$ cat config.mk
export PLATFORM = sky130hd
export DESIGN_NAME = memory_arbiter
export DESIGN_NICKNAME = d
export VERILOG_FILES = /design/src/rtl/memory_arbiter.sv
export SDC_FILE = /design/constraint.sdc
export NUM_CORES = 1
export LEC_CHECK = 0
export ABC_AREA = 1
export CAP_MARGIN = 20
export CORE_MARGIN = 4
export CORE_UTILIZATION = 53
export CTS_BUF_LIST = sky130_fd_sc_hd__clkbuf_4
export CTS_CLUSTER_DIAMETER = 200
export CTS_CLUSTER_SIZE = 8
export DETAILED_ROUTE_END_ITERATION = 8
export GPL_TIMING_DRIVEN = 0
export PLACE_DENSITY_LB_ADDON = 0.3
export SYNTH_ARGS = -nofsm -noshare
export SYNTH_HDL_FRONTEND = slang
export SYNTH_SLANG_ARGS = --single-unit
$ cat constraint.sdc
create_clock -name CLK -period 4.74 [get_ports CLK]
set_input_delay 0.948 -clock CLK [delete_from_list [all_inputs] [get_ports CLK]]
set_output_delay 0.948 -clock CLK [all_outputs]
set_load 0.02 [all_outputs]
$ cat src/rtl/memory_arbiter.sv
// memory_arbiter: shares one word-wide memory between the instruction cache (4-beat line fills)
// and the data cache (single-word accesses). Optional macro ARB_ROUND_ROBIN_EN alternates grants.
module memory_arbiter (
  input  logic         CLK,
  input  logic         RESET,
  input  logic         i_read,
  input  logic [5:0]   i_address,
  output logic [127:0] i_readdata,
  output logic         i_busywait,
  input  logic         d_read,
  input  logic         d_write,
  input  logic [5:0]   d_address,
  input  logic [31:0]  d_writedata,
  output logic [31:0]  d_readdata,
  output logic         d_busywait,
  output logic         mem_read,
  output logic         mem_write,
  output logic [8:0]   mem_address,
  output logic [31:0]  mem_writedata,
  input  logic [31:0]  mem_readdata,
  input  logic         mem_busywait
);

  typedef enum logic [2:0] {
    IDLE  = 3'd0,
    IFILL = 3'd1,
    IGAP  = 3'd2,
    DACC  = 3'd3,
    IDONE = 3'd4,
    DDONE = 3'd5
  } state_t;

  state_t      state, state_next;
  logic [1:0]  beat, beat_next;
  logic [95:0] line;
  logic        d_req;
  logic        grant_data;

  assign d_req = d_read | d_write;

`ifdef ARB_ROUND_ROBIN_EN
  logic last_data;

  // last_data=1 means the data port was the most recently completed transaction
  always_ff @(posedge CLK) begin
    if (RESET) begin
      last_data <= 1'b1;
    end else if (state_next == IDONE && state != IDONE) begin
      last_data <= 1'b0;
    end else if (state_next == DDONE && state != DDONE) begin
      last_data <= 1'b1;
    end
  end

  assign grant_data = d_req & (~i_read | ~last_data);
`else
  assign grant_data = d_req;
`endif

  assign i_busywait = ~RESET & i_read & (state != IDONE);
  assign d_busywait = ~RESET & d_req  & (state != DDONE);

  always_ff @(posedge CLK) begin
    if (RESET) begin
      state      <= IDLE;
      beat       <= 2'd0;
      line       <= '0;
      i_readdata <= '0;
      d_readdata <= '0;
    end else begin
      state <= state_next;
      beat  <= beat_next;
      // Beats shift in from the top so word 0 ends up at the bottom after four beats;
      // the visible line only changes once the whole burst has arrived.
      if (state == IFILL && !mem_busywait) begin
        line <= {mem_readdata, line[95:32]};
        if (beat == 2'd3) begin
          i_readdata <= {mem_readdata, line};
        end
      end
      if (state == DACC && d_read && !mem_busywait) begin
        d_readdata <= mem_readdata;
      end
    end
  end

  always_comb begin
    state_next    = state;
    beat_next     = beat;
    mem_read      = 1'b0;
    mem_write     = 1'b0;
    mem_address   = '0;
    mem_writedata = '0;
    case (state)
      IDLE: begin
        if (grant_data) begin
          state_next = DACC;
        end else if (i_read) begin
          state_next = IFILL;
          beat_next  = 2'd0;
        end
      end
      IFILL: begin
        mem_read    = 1'b1;
        mem_address = {1'b0, i_address, beat};
        if (!mem_busywait) begin
          if (beat == 2'd3) begin
            state_next = IDONE;
          end else begin
            beat_next  = beat + 2'd1;
            state_next = IGAP;
          end
        end
      end
      IGAP: begin
        mem_address = {1'b0, i_address, beat};
        state_next  = IFILL;
      end
      DACC: begin
        mem_read      = d_read;
        mem_write     = d_write;
        mem_address   = {3'b100, d_address};
        mem_writedata = d_writedata;
        if (!mem_busywait) begin
          state_next = DDONE;
        end
      end
      IDONE:   state_next = IDLE;
      DDONE:   state_next = IDLE;
      default: state_next = IDLE;
    endcase
    // Keep the memory quiet while reset is pending so no beat can complete mid-reset
    if (RESET) begin
      mem_read      = 1'b0;
      mem_write     = 1'b0;
      mem_address   = '0;
      mem_writedata = '0;
    end
  end

endmodule

==> summary.txt <==
Run status
  – Result of the run: finished clean

Global routing
  – Met3 Resource Use GR: under 10%
  – Met2 track demand over resource in global routing: between 40% and 50%
  – Gr usage total: roughly 29%
  – Initial antenna violation count: 1
  – Largest net degree at the start of global routing: 11
  – Met1 capacity usage during global routing: 37.80%
  – Remaining global-route overflow: 0
  – Vias in the first global route: 9052
  – Global routing's busiest layer: met2
  – Global-route wire length before repair: 47.44 mm

Drt
  – Drt via density: around 5.3
  – DRC Markers: 0
  – Via count of the routed design: around 9500
  – Count of TritonRoute iterations in the first routing pass: 5
  – Average detailed-routed wire length per instance: between 15 and 20 µm
  – Initial DRC Count: roughly 560
  – Post-route antenna net violation count: 0
  – Overall routed net length: 30.54 mm

Power
  – Max IR drop VDD: ~0.19 mV
  – Leakage power: just under 5 nW
  – PwrDens: between 300 and 400 nW/µm²

Place
  – Routability cong.: just over 0.9
  – Area post-placement: around 13000 µm²
  – Port Buf Inserts: 286
  – Dpl hpwl: approximately 23 mm
  – Worst setup timing slack at the placement stage: around 290 ps

Finish
  – Fill cell count: 1452
  – Post-route cell area: roughly 13000 µm²
  – Fraction of final layout cells with drive strength greater than 1: 8.033%
  – Synthesis-to-finish area growth: 35.33%
  – Layout net count: about 1600

Floorplanning
  – DIE HEIGHT: 144.3 µm
  – X dimension of the die: ~140 µm
  – Ports: between 200 and 300
  – Core Box Area: around 18000 µm²
  – Starting density of the core: ~54%
  – Die Outline Area: 20830 µm²
  – Row Count: slightly below 50

Timing
  – Largest clock skew in the final design: 34.96 ps
  – Final number of setup-violating endpoints: 0
  – Sum Neg Setup Slack: 0 ps
  – Max Clk Rate: 220.5 MHz
  – RSZ-0062 raised after global routing: false
  – Max-slew violation total from the final report: 0
  – Final setup slack of the worst path: a little over 200 ps
  – Minimum clock period after layout: approximately 4500 ps
  – Worst slew margin: 48.99%
  – Transition time at the pin with the least slew margin: between 700 and 800 ps
  – Final Hold Vio Count: 0
  – Tcrit/Tclk final: between 90 and 100%

Yosys
  – Seq cells post-synth: ~260
  – Cell types with the largest area share after synthesis: dfxtp_1 53%, a21oi_1 12%, nand2_1 6.9%, o21ai_0 6.0%, nand3_1 5.1%
  – Netlist cell types: 24
  – Post-synth design cell area: between 9000 and 10000 µm²
  – Area share of the largest cell type after synthesis: between 50% and 60%
  – Register area share after synthesis: roughly 53%
  – Number of instances in the synthesized netlist: ~1200
  – Total nets after synthesis: between 1000 and 1500
  – Number of synthesized flops with an enable pin: 0
  – Avg Synthesized Cell Area: around 8 µm²
  – Top cells by count, synth: 261 x dfxtp_1, 236 x a21oi_1, 180 x nand2_1, 119 x o21ai_0, 101 x nand3_1
  – Ys flop type: dfxtp_1
  – Post-synth top area cell: dfxtp_1
  – Warning count from the yosys run: 0
  – Top-count cell post-synth: dfxtp_1
  – Share of async-settable or async-resettable flops after synthesis: 0%

Hold path
  – Hold crit path type: reg -> reg
  – Hold Crit Endpoint: i_readdata[4]$_SDFFE_PP0P_
  – Hold path cells: 2
  – Launch instance of the worst min-delay path: i_readdata[4]$_SDFFE_PP0P_

Setup path
  – Critical path cell sequence: clkdlybuf4s50_1 > inv_1 > clkbuf_1 > nand2_1 > inv_1 > nand2_1 > o21ai_0 > clkdlybuf4s50_1
  – Slowest cell delay on critical path: about 680 ps
  – Critical path data required time: between 3000 and 4000 ps
  – Category of the worst setup path launch point: input port
  – Endpoint kind of the worst setup timing path: output pin
  – R2R depth: 5
  – Origin of the critical flop-to-flop path: beat[0]$_SDFFE_PP0P_
  – Register-to-register setup slack: between 2000 and 3000 ps
  – Cell with the biggest individual delay on the critical path: clkdlybuf4s50_1
  – Worst Path Class, Setup: in -> out
  – Crit path DAT: 3590 ps
  – Maximum fanout encountered on the critical timing path: 10
  – RR Endpoint: i_readdata[123]$_SDFFE_PP0P_

Clock tree
  – Clock latency on the worst-skew pair: approximately 650 ps
  – Clock tree from TritonCTS: done
  – Clk slew on worst S/H paths: approximately 80 ps
  – CTS max path bufs: 3
  – Htree depth: 2
  – Number of buffers inserted during clock tree synthesis: 38
  – Clock sinks: about 260
  – Setup Buffers After CTS: 0
  – Resized Gates After CTS: 0
  – Clock root cell: clkbuf_4
  – Number of buffers inserted for hold repair after clock tree synthesis: 0

Run
  – Max-cap viol count: 0
-- kinds of logic (layout without fill, tap and decap cells) --
logic type / Yosys count / after routing / share of synthesized area, %
AO/OA/AOI/OAI: 369 / 369 / 19.17
adder cells (fa/ha/maj): 1 / 1 / 0.1270
buffers and inverters: 204 / 532 / 9.261
flip-flops: 261 / 261 / 53.05
other: 0 / 1 / 0
AND/OR/NAND/NOR: 393 / 393 / 18.39
-- routing by layer --
layer | routed length (µm) | up-vias | part of all wire, %
met1 | 12740 | 4358 | 42
met5 | 0 | - | 0
met3 | 2835 | 63 | 9.3
li1 | - | 4694 | -
met2 | 14090 | 387 | 46
met4 | 864 | 0 | 2.8
-- layout make-up --
class / count / area, µm² / area share (%)
Clock buffer: 38 / 285.3 / 2.140
Tap cell: 229 / 286.5 / 2.150
Inverter: 103 / 386.6 / 2.901
Clock inverter: 4 / 42.54 / 0.3192
Antenna cell: 1 / 2.502 / 0.01877
Buffer: 101 / 525.5 / 3.943
Sequential cell: 261 / 5225 / 39.20
Timing Repair Buffer: 286 / 2863 / 21.48
Multi-Input combinational cell: 763 / 3712 / 27.85
-- state kept, by name, summed over array words and instances (netlist names) --
| signal | count |
|---|---|
| beat | 2 |
| d_readdata | 32 |
| i_readdata | 128 |
| line | 96 |
| state | 3 |
-- how the worst max path moves through the flow --
| stage | slack (ps) | endpoint | cells after the start | start |
|---|---|---|---|---|
| floorplan | 1800 | mem_address[0] | 6 | RESET |
| global placement | 350 | mem_address[2] | 8 | RESET |
| detailed placement | 290 | mem_address[3] | 8 | RESET |
| CTS | 270 | mem_address[2] | 8 | RESET |
| global route | 60 | mem_address[3] | 8 | RESET |
| finish | 200 | mem_address[2] | 8 | RESET |
-- cell usage in the layout (no fill, tap or decap) --
cell type and n:
clkdlybuf4s50_1 286, dfxtp_1 261, a21oi_1 236, nand2_1 180
o21ai_0 119, nand3_1 101, inv_1 100, nor2_1 76
clkbuf_1 61, clkbuf_4 38, nand3_2 31, buf_2 21
buf_6 10, a21oi_2 10, inv_2 5, buf_4 3
buf_1 3, buf_8 3, nand4_1 2, o21ai_1 2
diode_2 1, a211oi_1 1, nor2_2 1, nor2_4 1
o22ai_1 1, nor3_1 1, ha_1 1, bufinv_16 1
clkinv_2 1
-- power by group --
part	switching [mW]	internal, mW
combinational	0.403	0.249
clock	0.726	0.431
sequential	0.0745	2.30
-- metrics by stage --
stage / hold WS [ps] / power, mW / std cells / utilization [%]
after floorplan: 444.7 / 2.783 / 1228 / -
after global placement: 446.7 / 3.045 / 1743 / 71.63
after detailed placement: 451.8 / 3.064 / 1743 / 71.63
after CTS: 464.8 / 4.190 / 1785 / 73.43
after global routing: 480.3 / 4.365 / 1786 / 73.45
final: 464.0 / 4.181 / 1786 / 73.45
-- worst max-delay path, delay by kind of cell --
family | cells | cell delay, ps
AOI/OAI and AO/OA | 1 | 140
buffers and inverters | 5 | 2070
and+or+nand+nor | 2 | 430
No activity file was read; power rests on OpenSTA's default activity.
